`config.mk`:
```
export PLATFORM = sky130hd
export DESIGN_NAME = otter_iobus_timer_flat
export DESIGN_NICKNAME = d
export VERILOG_FILES = /design/src/rtl/otter_iobus_timer_if.sv /design/src/rtl/otter_iobus_timer.sv /design/src/flat_wrapper.sv
export SDC_FILE = /design/constraint.sdc
export NUM_CORES = 1
export LEC_CHECK = 0
export BUFFER_PORTS_ARGS = -buffer_cell sky130_fd_sc_hd__buf_2
export CAP_MARGIN = 30
export CORE_UTILIZATION = 45
export CTS_CLUSTER_DIAMETER = 40
export DETAILED_ROUTE_END_ITERATION = 8
export MAX_ROUTING_LAYER = met4
export PLACE_DENSITY = 0.72
export SYNTH_ARGS = -nofsm -noshare
export SYNTH_HDL_FRONTEND = slang
export SYNTH_SLANG_ARGS = --single-unit
```
`constraint.sdc`:
```
create_clock -name CLK -period 2.4 [get_ports CLK]
set_clock_uncertainty 0.1 [all_clocks]
set_input_delay 0.24 -clock CLK [delete_from_list [all_inputs] [get_ports CLK]]
set_output_delay 0.24 -clock CLK [all_outputs]
set_load 0.05 [all_outputs]
```
`src/rtl/otter_iobus_timer_if.sv`:
```
// OTTER IOBUS connection between the CPU (master) and a memory-mapped responder (slave).
// INTR travels with the bus so a peripheral exposes a single bundle to the CPU.
interface otter_iobus_timer_if;
    logic [31:0] IOBUS_ADDR;
    logic [31:0] IOBUS_OUT;
    logic        IOBUS_WR;
    logic [31:0] IOBUS_IN;
    logic        INTR;

    modport master (
        output IOBUS_ADDR,
        output IOBUS_OUT,
        output IOBUS_WR,
        input  IOBUS_IN,
        input  INTR
    );

    modport slave (
        input  IOBUS_ADDR,
        input  IOBUS_OUT,
        input  IOBUS_WR,
        output IOBUS_IN,
        output INTR
    );
endinterface

```
`src/rtl/otter_iobus_timer.sv`:
```
// Programmable IOBUS timer: 16-bit prescaler, 32-bit counter with compare match,
// one-shot or auto-reload operation and a level interrupt to the CPU.
module otter_iobus_timer #(
    parameter logic [31:0] BASE_ADDR = 32'h1100_0100
) (
    input  logic                   CLK,
    input  logic                   RESET,
    otter_iobus_timer_if.slave     iobus
);

    localparam logic [2:0] OFF_CTRL     = 3'd0;
    localparam logic [2:0] OFF_PRESCALE = 3'd1;
    localparam logic [2:0] OFF_COMPARE  = 3'd2;
    localparam logic [2:0] OFF_COUNT    = 3'd3;
    localparam logic [2:0] OFF_STATUS   = 3'd4;

    logic        en, auto_reload, irq_en;
    logic [15:0] prescale, pcnt;
    logic [31:0] compare, count;
    logic        pending;
    logic [31:0] rd_data;
    logic        intr;

    logic        en_n, auto_reload_n, irq_en_n;
    logic [15:0] prescale_n, pcnt_n;
    logic [31:0] compare_n, count_n;
    logic        pending_n;

    logic        hit;
    logic [2:0]  offset;
    logic        wr_ctrl, wr_prescale, wr_compare, wr_count, wr_status;
    logic        pcnt_wrap, pcnt_clear, tick, match;
    logic [31:0] rd_sel;
    logic        unused_addr_bits;

    assign unused_addr_bits = ^iobus.IOBUS_ADDR[1:0];

    always_comb begin
        hit         = (iobus.IOBUS_ADDR[31:5] == BASE_ADDR[31:5]);
        offset      = iobus.IOBUS_ADDR[4:2];
        wr_ctrl     = hit && iobus.IOBUS_WR && (offset == OFF_CTRL);
        wr_prescale = hit && iobus.IOBUS_WR && (offset == OFF_PRESCALE);
        wr_compare  = hit && iobus.IOBUS_WR && (offset == OFF_COMPARE);
        wr_count    = hit && iobus.IOBUS_WR && (offset == OFF_COUNT);
        wr_status   = hit && iobus.IOBUS_WR && (offset == OFF_STATUS);
    end

    // A prescaler restart suppresses the tick of the same cycle.
    always_comb begin
        pcnt_wrap  = (pcnt == prescale);
        pcnt_clear = (wr_ctrl && !iobus.IOBUS_OUT[0]) || wr_prescale;
        tick       = en && pcnt_wrap && !pcnt_clear;
        match      = tick && (count == compare);
    end

    always_comb begin
        rd_sel = 32'd0;
        case (offset)
            OFF_CTRL:     rd_sel = {29'd0, irq_en, auto_reload, en};
            OFF_PRESCALE: rd_sel = {16'd0, prescale};
            OFF_COMPARE:  rd_sel = compare;
            OFF_COUNT:    rd_sel = count;
            OFF_STATUS:   rd_sel = {31'd0, pending};
            default:      rd_sel = 32'd0;
        endcase
    end

    // CPU writes are applied last so they override any tick-driven update,
    // except that a match always sets PENDING even against a W1C.
    always_comb begin
        en_n          = en;
        auto_reload_n = auto_reload;
        irq_en_n      = irq_en;
        prescale_n    = prescale;
        compare_n     = compare;
        count_n       = count;
        pcnt_n        = pcnt;
        pending_n     = pending;

        if (pcnt_clear)
            pcnt_n = 16'd0;
        else if (en)
            pcnt_n = pcnt_wrap ? 16'd0 : pcnt + 16'd1;

        if (match) begin
            if (auto_reload)
                count_n = 32'd0;
            else
                en_n = 1'b0;
        end else if (tick) begin
            count_n = count + 32'd1;
        end

        if (wr_status && iobus.IOBUS_OUT[0])
            pending_n = 1'b0;
        if (match)
            pending_n = 1'b1;

        if (wr_ctrl) begin
            en_n          = iobus.IOBUS_OUT[0];
            auto_reload_n = iobus.IOBUS_OUT[1];
            irq_en_n      = iobus.IOBUS_OUT[2];
        end
        if (wr_prescale)
            prescale_n = iobus.IOBUS_OUT[15:0];
        if (wr_compare)
            compare_n = iobus.IOBUS_OUT;
        if (wr_count)
            count_n = iobus.IOBUS_OUT;
    end

    // INTR is taken from the registered PENDING/IRQ_EN, so it lags them by a cycle.
    always_ff @(posedge CLK) begin
        if (RESET) begin
            en          <= 1'b0;
            auto_reload <= 1'b0;
            irq_en      <= 1'b0;
            prescale    <= 16'd0;
            compare     <= 32'hFFFF_FFFF;
            count       <= 32'd0;
            pcnt        <= 16'd0;
            pending     <= 1'b0;
            rd_data     <= 32'd0;
            intr        <= 1'b0;
        end else begin
            en          <= en_n;
            auto_reload <= auto_reload_n;
            irq_en      <= irq_en_n;
            prescale    <= prescale_n;
            compare     <= compare_n;
            count       <= count_n;
            pcnt        <= pcnt_n;
            pending     <= pending_n;
            rd_data     <= hit ? rd_sel : 32'd0;
            intr        <= pending & irq_en;
        end
    end

    assign iobus.IOBUS_IN = rd_data;
    assign iobus.INTR     = intr;

endmodule
```
`src/flat_wrapper.sv`:
```
// flat-port wrapper written by rule: the top's interface ports become plain ports
module otter_iobus_timer_flat 
#(
    parameter logic [31:0] BASE_ADDR = 32'h1100_0100
)
  (CLK, RESET, iobus_IOBUS_ADDR, iobus_IOBUS_OUT, iobus_IOBUS_WR, iobus_IOBUS_IN, iobus_INTR);
  otter_iobus_timer_if iobus_i ();
  input  logic CLK;
  input  logic RESET;
  input wire logic [$bits(iobus_i.IOBUS_ADDR)-1:0] iobus_IOBUS_ADDR;
  input wire logic [$bits(iobus_i.IOBUS_OUT)-1:0] iobus_IOBUS_OUT;
  input wire logic [$bits(iobus_i.IOBUS_WR)-1:0] iobus_IOBUS_WR;
  output wire logic [$bits(iobus_i.IOBUS_IN)-1:0] iobus_IOBUS_IN;
  output wire logic [$bits(iobus_i.INTR)-1:0] iobus_INTR;
  assign iobus_i.IOBUS_ADDR = iobus_IOBUS_ADDR;
  assign iobus_i.IOBUS_OUT = iobus_IOBUS_OUT;
  assign iobus_i.IOBUS_WR = iobus_IOBUS_WR;
  assign iobus_IOBUS_IN = iobus_i.IOBUS_IN;
  assign iobus_INTR = iobus_i.INTR;
  otter_iobus_timer #(.BASE_ADDR(BASE_ADDR)) u_core (.CLK(CLK), .RESET(RESET), .iobus(iobus_i));
endmodule
```
==> metrics.txt, run 1 <==
outcome=finished clean; part of the Yosys area used for sequential elements=38.5%; synthesized area=0.00692 mm²; peak supply drop=499 µV; Clk network pwr share=51.6%; Final Cycle Share=97.4%; post-route ant nets=0; FILL cells=1,251; ranking of synthesized cells by area=dfxtp_1 39%, nor2_1 5.5%, xor2_1 5.3%; Sw Ratio=22.7%; Leak=3.60 nW; CTS buffer count=17; total gr overflow=0; dpl hpwl=15,300 µm; share of the synthesized area in the top cell type=38.5%; DRC viols=0; measured slew at the worst slew-check pin=0.405 ns; TNS Setup=0 ns; R2R cell count=7; pre-CTS WS=-0.0763 ns; Cells after Synth=821; Max Root-Sink Buffers=2; fin crit period=2.34 ns; DR pass1 iterations=5; final core utilization=62.4%; Slew Viols, Final=0; crit path launch type=flop; relative slew slack=72.8%; die width=126 µm; ant diodes=0; crit-path max FO=7; FF+latch count, synth=133; vias in the first global route=6,418; Logic pwr share=5.0%; Max Freq=0.428 GHz; pwr/cell area=552 mW/mm²; clk_lat worst skew=0.43 ns; clk sinks=133; Synth warnings=0; core area=0.0148 mm²; Tot Pwr=5.09 mW; total routed wirelength=21,400 µm; DR vias=6,935; wire length per cell=17.5 µm; WS Path Type=flop to flop; row count=44; first-iteration detailed-routing DRC count=630; H-Tree Depth=4; Hold Path Class=input port to flop; hold path depth=2; Hold Violations, Final=0; # setup viols final=0; WP data required=2.66 ns; Hold WS=0.0161 ns; initial antenna violation count=0; Final WS setup=0.0617 ns; async set-reset flop share out of synthesis=0%; CTS tree=built; largest net degree at the start of global routing=33; endpoint type of the worst setup path=flop; Yosys cell types=58; EDFF count, synth=0; Area growth syn-to-layout=33.2%; area leader, netlist=dfxtp_1; critical path arrival=2.60 ns; vias per cell=5.70; CTS root buffer=clkbuf_16; Reg clk slew, reported paths=0.06 ns; gp weighted congestion=0.967; Seq pwr share=43.5%; dominant synthesized flop cell=dfxtp_1; Post-Syn Nets=890; Max-Cap Viols=0; initial core utilization=46.9%; Internal=3.93 mW; Ports=100; PortBufs=97; fin nets=1,089; Total Die Area=0.0159 mm²; Die H=126 µm; layout cell share with drive strength beyond 1=25.9%; Psw=1.15 mW; synthesized area per cell=8.42 µm²; first-pass GRT wire length=33,800 µm; gr usage total=28.5%
## power groups by stage
stage | Clock [mW] | Sequential, mW | Combinational (mW)
floorplan | 0 | 2.26 | 0.0989
global placement | 0 | 2.26 | 0.208
detailed placement | 0 | 2.26 | 0.209
CTS | 2.65 | 2.21 | 0.247
global route | 2.76 | 2.21 | 0.270
finish | 2.62 | 2.21 | 0.252
## cell usage in the layout, fill, tap and decap left out, types with 4 or more instances in the layout
cell type,Yosys,final
inv_1,9,9
buf_2,27,98
dlygate4sd3_1,0,30
nand3_1,31,30
nor3_1,11,11
nand4_1,21,21
and2_1,9,9
xnor2_1,25,24
a31oi_1,13,13
nand2_1,66,66
buf_12,0,5
nand3b_1,5,5
buf_4,0,108
dfxtp_1,133,131
o2bb2ai_1,4,4
nor4_2,4,5
a32oi_1,5,5
and3_1,15,14
nor4_1,12,11
and4_1,5,5
xor2_1,42,42
a21o_1,7,7
mux2i_1,35,35
nor2_1,102,101
nor2b_1,35,35
a211o_1,32,32
a22oi_1,17,17
or3_1,6,6
o21ai_0,21,21
nor4b_1,4,4
a21oi_1,46,46
o211ai_1,4,4
clkbuf_16,0,17
## layer usage
layer	up-vias	track usage [%]	wire [µm]
met2	294	43.6	9730
met3	52	6.07	1570
met1	3268	36.4	9420
li1	3321	-	-
met4	0	11.8	630
met5	-	-	0
## worst max-delay path, cell delays in order, from the launching register on
cell and delay [ns]:
dfxtp_1 0.46, xor2_1 0.16, nor4_1 0.26, nand4_1 0.20
or2_4 0.32, and3_1 0.16, or4b_1 0.47, a21oi_1 0.13
## cells by family (layout without fill, tap and decap cells)
kind of cell | after synthesis | count (layout) | synth area share (%)
simple gates | 347 | 347 | 26.5
compound gates | 166 | 166 | 16.5
flops | 133 | 133 | 38.5
buf+inv | 71 | 283 | 4.56
xor+xnor | 67 | 67 | 8.49
mux | 35 | 35 | 5.07
fa+ha+maj | 2 | 2 | 0.362
## timing repair
item	CTS	global route
endpoints found under the setup margin	0	24
hold buffers	30	0
setup buffers	0	2
hold endpoints to repair	41	0
gates resized for setup	0	10
## through the flow
| step | cell area, µm² | instances |
|---|---|---|
| after floorplan | 6920 | 821 |
| after global placement | 8240 | 1151 |
| after detailed placement | 8240 | 1152 |
| after CTS | 9140 | 1214 |
| after global routing | 9210 | 1217 |
| final | 9210 | 1217 |
## registers in the layout, summed over array words and instances, names as in the netlist
register               count
u_core.auto_reload         1
u_core.compare            32
u_core.count              32
u_core.en                  1
u_core.iobus.INTR          1
u_core.iobus.IOBUS_IN     32
u_core.irq_en              1
u_core.pcnt               16
u_core.pending             1
u_core.prescale           16
## synth_stat cells (all sizes together) (3+ instances only)
library cell,number
buf,35
or2,3
xnor2,25
nor4b,4
o21ai,22
and3,15
and4,5
and2,9
a21o,7
nand3b,5
nand3,31
a21oi,46
nor2,105
dfxtp,133
xor2,42
nor3b,3
nor4,17
a22oi,17
clkbuf,26
a41oi,3
nor3,13
o2bb2ai,4
a31oi,13
or3,6
nand2,66
a211o,32
o211ai,4
mux2i,35
nand4,22
inv,10
or4,4
nor2b,35
a32oi,5
## layout make-up
type	instances	area [µm²]	share of cell area (%)
clock buffer	21	470	5.11
clock inverter	11	124	1.34
inverter	10	37.5	0.407
multi-input combinational	617	3980	43.2
sequential	133	2670	28.9
tap	184	230	2.50
timing repair buffer	241	1700	18.5
## final timing paths
check	from	endpoint	slack, ns
max	u_core.count[12]$_SDFFE_PP0P_	u_core.count[28]$_SDFFE_PP0P_	0.06
min	iobus_IOBUS_OUT[2]	u_core.compare[2]$_SDFFE_PP1P_	0.02
max reg2reg	u_core.count[12]$_SDFFE_PP0P_	u_core.count[28]$_SDFFE_PP0P_	0.06
min reg2reg	u_core.pending$_SDFFE_PP0P_	u_core.iobus.INTR$_SDFF_PP0_	0.36
(Power assumes the default switching activity.)
==> inputs of run 2 (changes only) <==
HOLD_SLACK_MARGIN = 0.06   (was default)
MAX_ROUTING_LAYER = default   (was met4)
==> run 2 against run 1 <==
  * Clock power about the same
  * Fmax increased by 0.20%
  * Sequential cell count unchanged
  * Worst setup slack improved by 0.0046 ns
  * Die area unchanged
==> metrics.txt, run 2 (synthesis gave the netlist of run 1 again) <==
relative slew slack=72.5% (-0.29 points); clk_lat worst skew=0.43 ns (about the same); Die H=126 µm (unchanged); DRC viols=0 (unchanged); pwr/cell area=551 mW/mm² (-0.25%); first-pass GRT wire length=33,800 µm (about the same); Ports=100 (unchanged); Final Cycle Share=97.2% (-0.19 points); H-Tree Depth=4 (unchanged); total gr overflow=0 (unchanged); Hold Path Class=input port to flop; Slew Viols, Final=0 (unchanged); dpl hpwl=15,300 µm (unchanged); TNS Setup=0 ns (unchanged); DR pass1 iterations=5 (unchanged); R2R cell count=7 (unchanged); crit path launch type=flop; # setup viols final=0 (unchanged); PortBufs=97 (unchanged); vias in the first global route=6,417 (-0.016%); routed wl met2=9790 µm (+0.70%); Max Freq=0.428 GHz (+0.20%); row count=44 (unchanged); CTS root buffer=clkbuf_16; Max-Cap Viols=0 (unchanged); measured slew at the worst slew-check pin=0.411 ns (+0.00627 ns); fin nets=1,091 (+0.18%); total routed wirelength=21,300 µm (-0.21%); reg2reg start=u_core.count[8]$_SDFFE_PP0P_; FF/Latch Area=0.00267 mm² (unchanged); CTS buffer count=17 (unchanged); Reg clk slew, reported paths=0.06 ns (about the same); Max Root-Sink Buffers=2 (unchanged); WP data required=2.66 ns (about the same); WS Path Type=flop to flop; first-iteration detailed-routing DRC count=582 (-7.6%); initial antenna violation count=0 (unchanged); DRT met1 WL=9430 µm (+0.11%); placement-stage cell area=0.00824 mm² (unchanged); Hold WS=0.145 ns (+0.129 ns); worst hold endpoint=u_core.iobus.IOBUS_IN[0]$_SDFF_PP0_; commonest non-fill, non-tap cell in the layout=dfxtp_1; largest net degree at the start of global routing=33 (unchanged); CP Launch Point=u_core.count[8]$_SDFFE_PP0P_; clk sinks=133 (unchanged); uppermost routed layer=met4; crit-path max FO=4 (-3); core area=0.0148 mm² (unchanged); R2R Path End=u_core.count[28]$_SDFFE_PP0P_; final core utilization=62.6% (+0.14 points); outcome=finished clean; DR vias=6,963 (+0.40%); Area growth syn-to-layout=33.5%; R2R setup slack=0.07 ns (about the same); hold path depth=3 (+1); CP cell instances=xor2_1 -> nor4_1 -> nand4_1 -> or2_4 -> and3_1 -> or4b_1 -> a21oi_1; peak supply drop=500 µV (+0.27%); ant diodes=0 (unchanged); fin crit period=2.33 ns (-0.00458 ns); initial core utilization=46.9% (unchanged); gr usage total=27.6% (-0.86 points); max incr delay on CP=0.47 ns (about the same); CTS tree=built; Hold Violations, Final=0 (unchanged); HP Start=iobus_IOBUS_ADDR[2]; Multi-input gate area=0.00398 mm² (unchanged); Total Die Area=0.0159 mm² (unchanged); wire length per cell=17.5 µm (-0.37%); CP max stage cell=or4b_1; vias per cell=5.71 (+0.24%); layout cell share with drive strength beyond 1=25.9% (-0.050 points); die width=126 µm (unchanged); Final Cell Area=0.00923 mm² (+0.22%); commonest non-fill, non-tap cells in the layout=131 x dfxtp_1, 108 x buf_4, 101 x nor2_1; critical path arrival=2.59 ns (about the same); gp weighted congestion=0.950 (-1.8%); post-route ant nets=0 (unchanged); Leak=3.60 nW (+0.23%); Detail Route met3 WL=1490 µm (-5.4%); FILL cells=1,252 (+0.080%); endpoint type of the worst setup path=flop
## run 2: repair_timing
| item | 4_1_cts | 5_1_grt |
|---|---|---|
| gates resized for setup | 0 | 10 |
| hold buffers | 32 | 0 |
| setup endpoints to repair | 0 | 24 |
| buffers inserted | 0 | 2 |
| hold endpoints to repair | 66 | 0 |
## run 2: where the power goes
group | switching, mW | internal [mW]
sequential | 0.00116 | 2.21
combinational | 0.138 | 0.117
clock | 1.01 | 1.61
total | 1.15 | 3.94
## run 2: through the flow
| step | power, mW | setup slack (ns) | instances |
|---|---|---|---|
| global route | 5.24 | -0.0278 | 1219 |
| finish | 5.09 | 0.0663 | 1219 |
| global placement | 2.47 | -0.108 | 1151 |
| floorplan | 2.36 | 0.180 | 821 |
| detailed placement | 2.47 | -0.0763 | 1152 |
| CTS | 5.11 | 0.0354 | 1216 |
## run 2: worst max path at each step
stage / endpoint
floorplan: u_core.prescale[10]$_SDFFE_PP0P_
global placement: u_core.count[17]$_SDFFE_PP0P_
detailed placement: u_core.count[7]$_SDFFE_PP0P_
CTS: u_core.count[7]$_SDFFE_PP0P_
global route: u_core.count[10]$_SDFFE_PP0P_
finish: u_core.count[28]$_SDFFE_PP0P_
## run 2: layer usage
layer | vias to the layer above | global-route usage, %
met5 | - | 0
met4 | 0 | 12.3
met3 | 37 | 5.69
met2 | 315 | 43.5
met1 | 3285 | 36.5
li1 | 3326 | -
## run 2: cell type report
| cell class | count | share of cell area (%) |
|---|---|---|
| Inverter | 10 | 0.407 |
| Tap cell | 184 | 2.49 |
| Multi-Input combinational cell | 617 | 43.1 |
| Clock inverter | 11 | 1.34 |
| Timing Repair Buffer | 243 | 18.7 |
| Sequential cell | 133 | 28.9 |
| Clock buffer | 21 | 5.10 |
## run 2: worst max-delay path, delay by kind of cell (launching register included)
kind                      cells  cell delay, ns
xor gates and xnor gates      1            0.22
DFF                           1            0.35
AOI/OAI and AO/OA             1            0.13
and+or+nand+nor               5            1.46
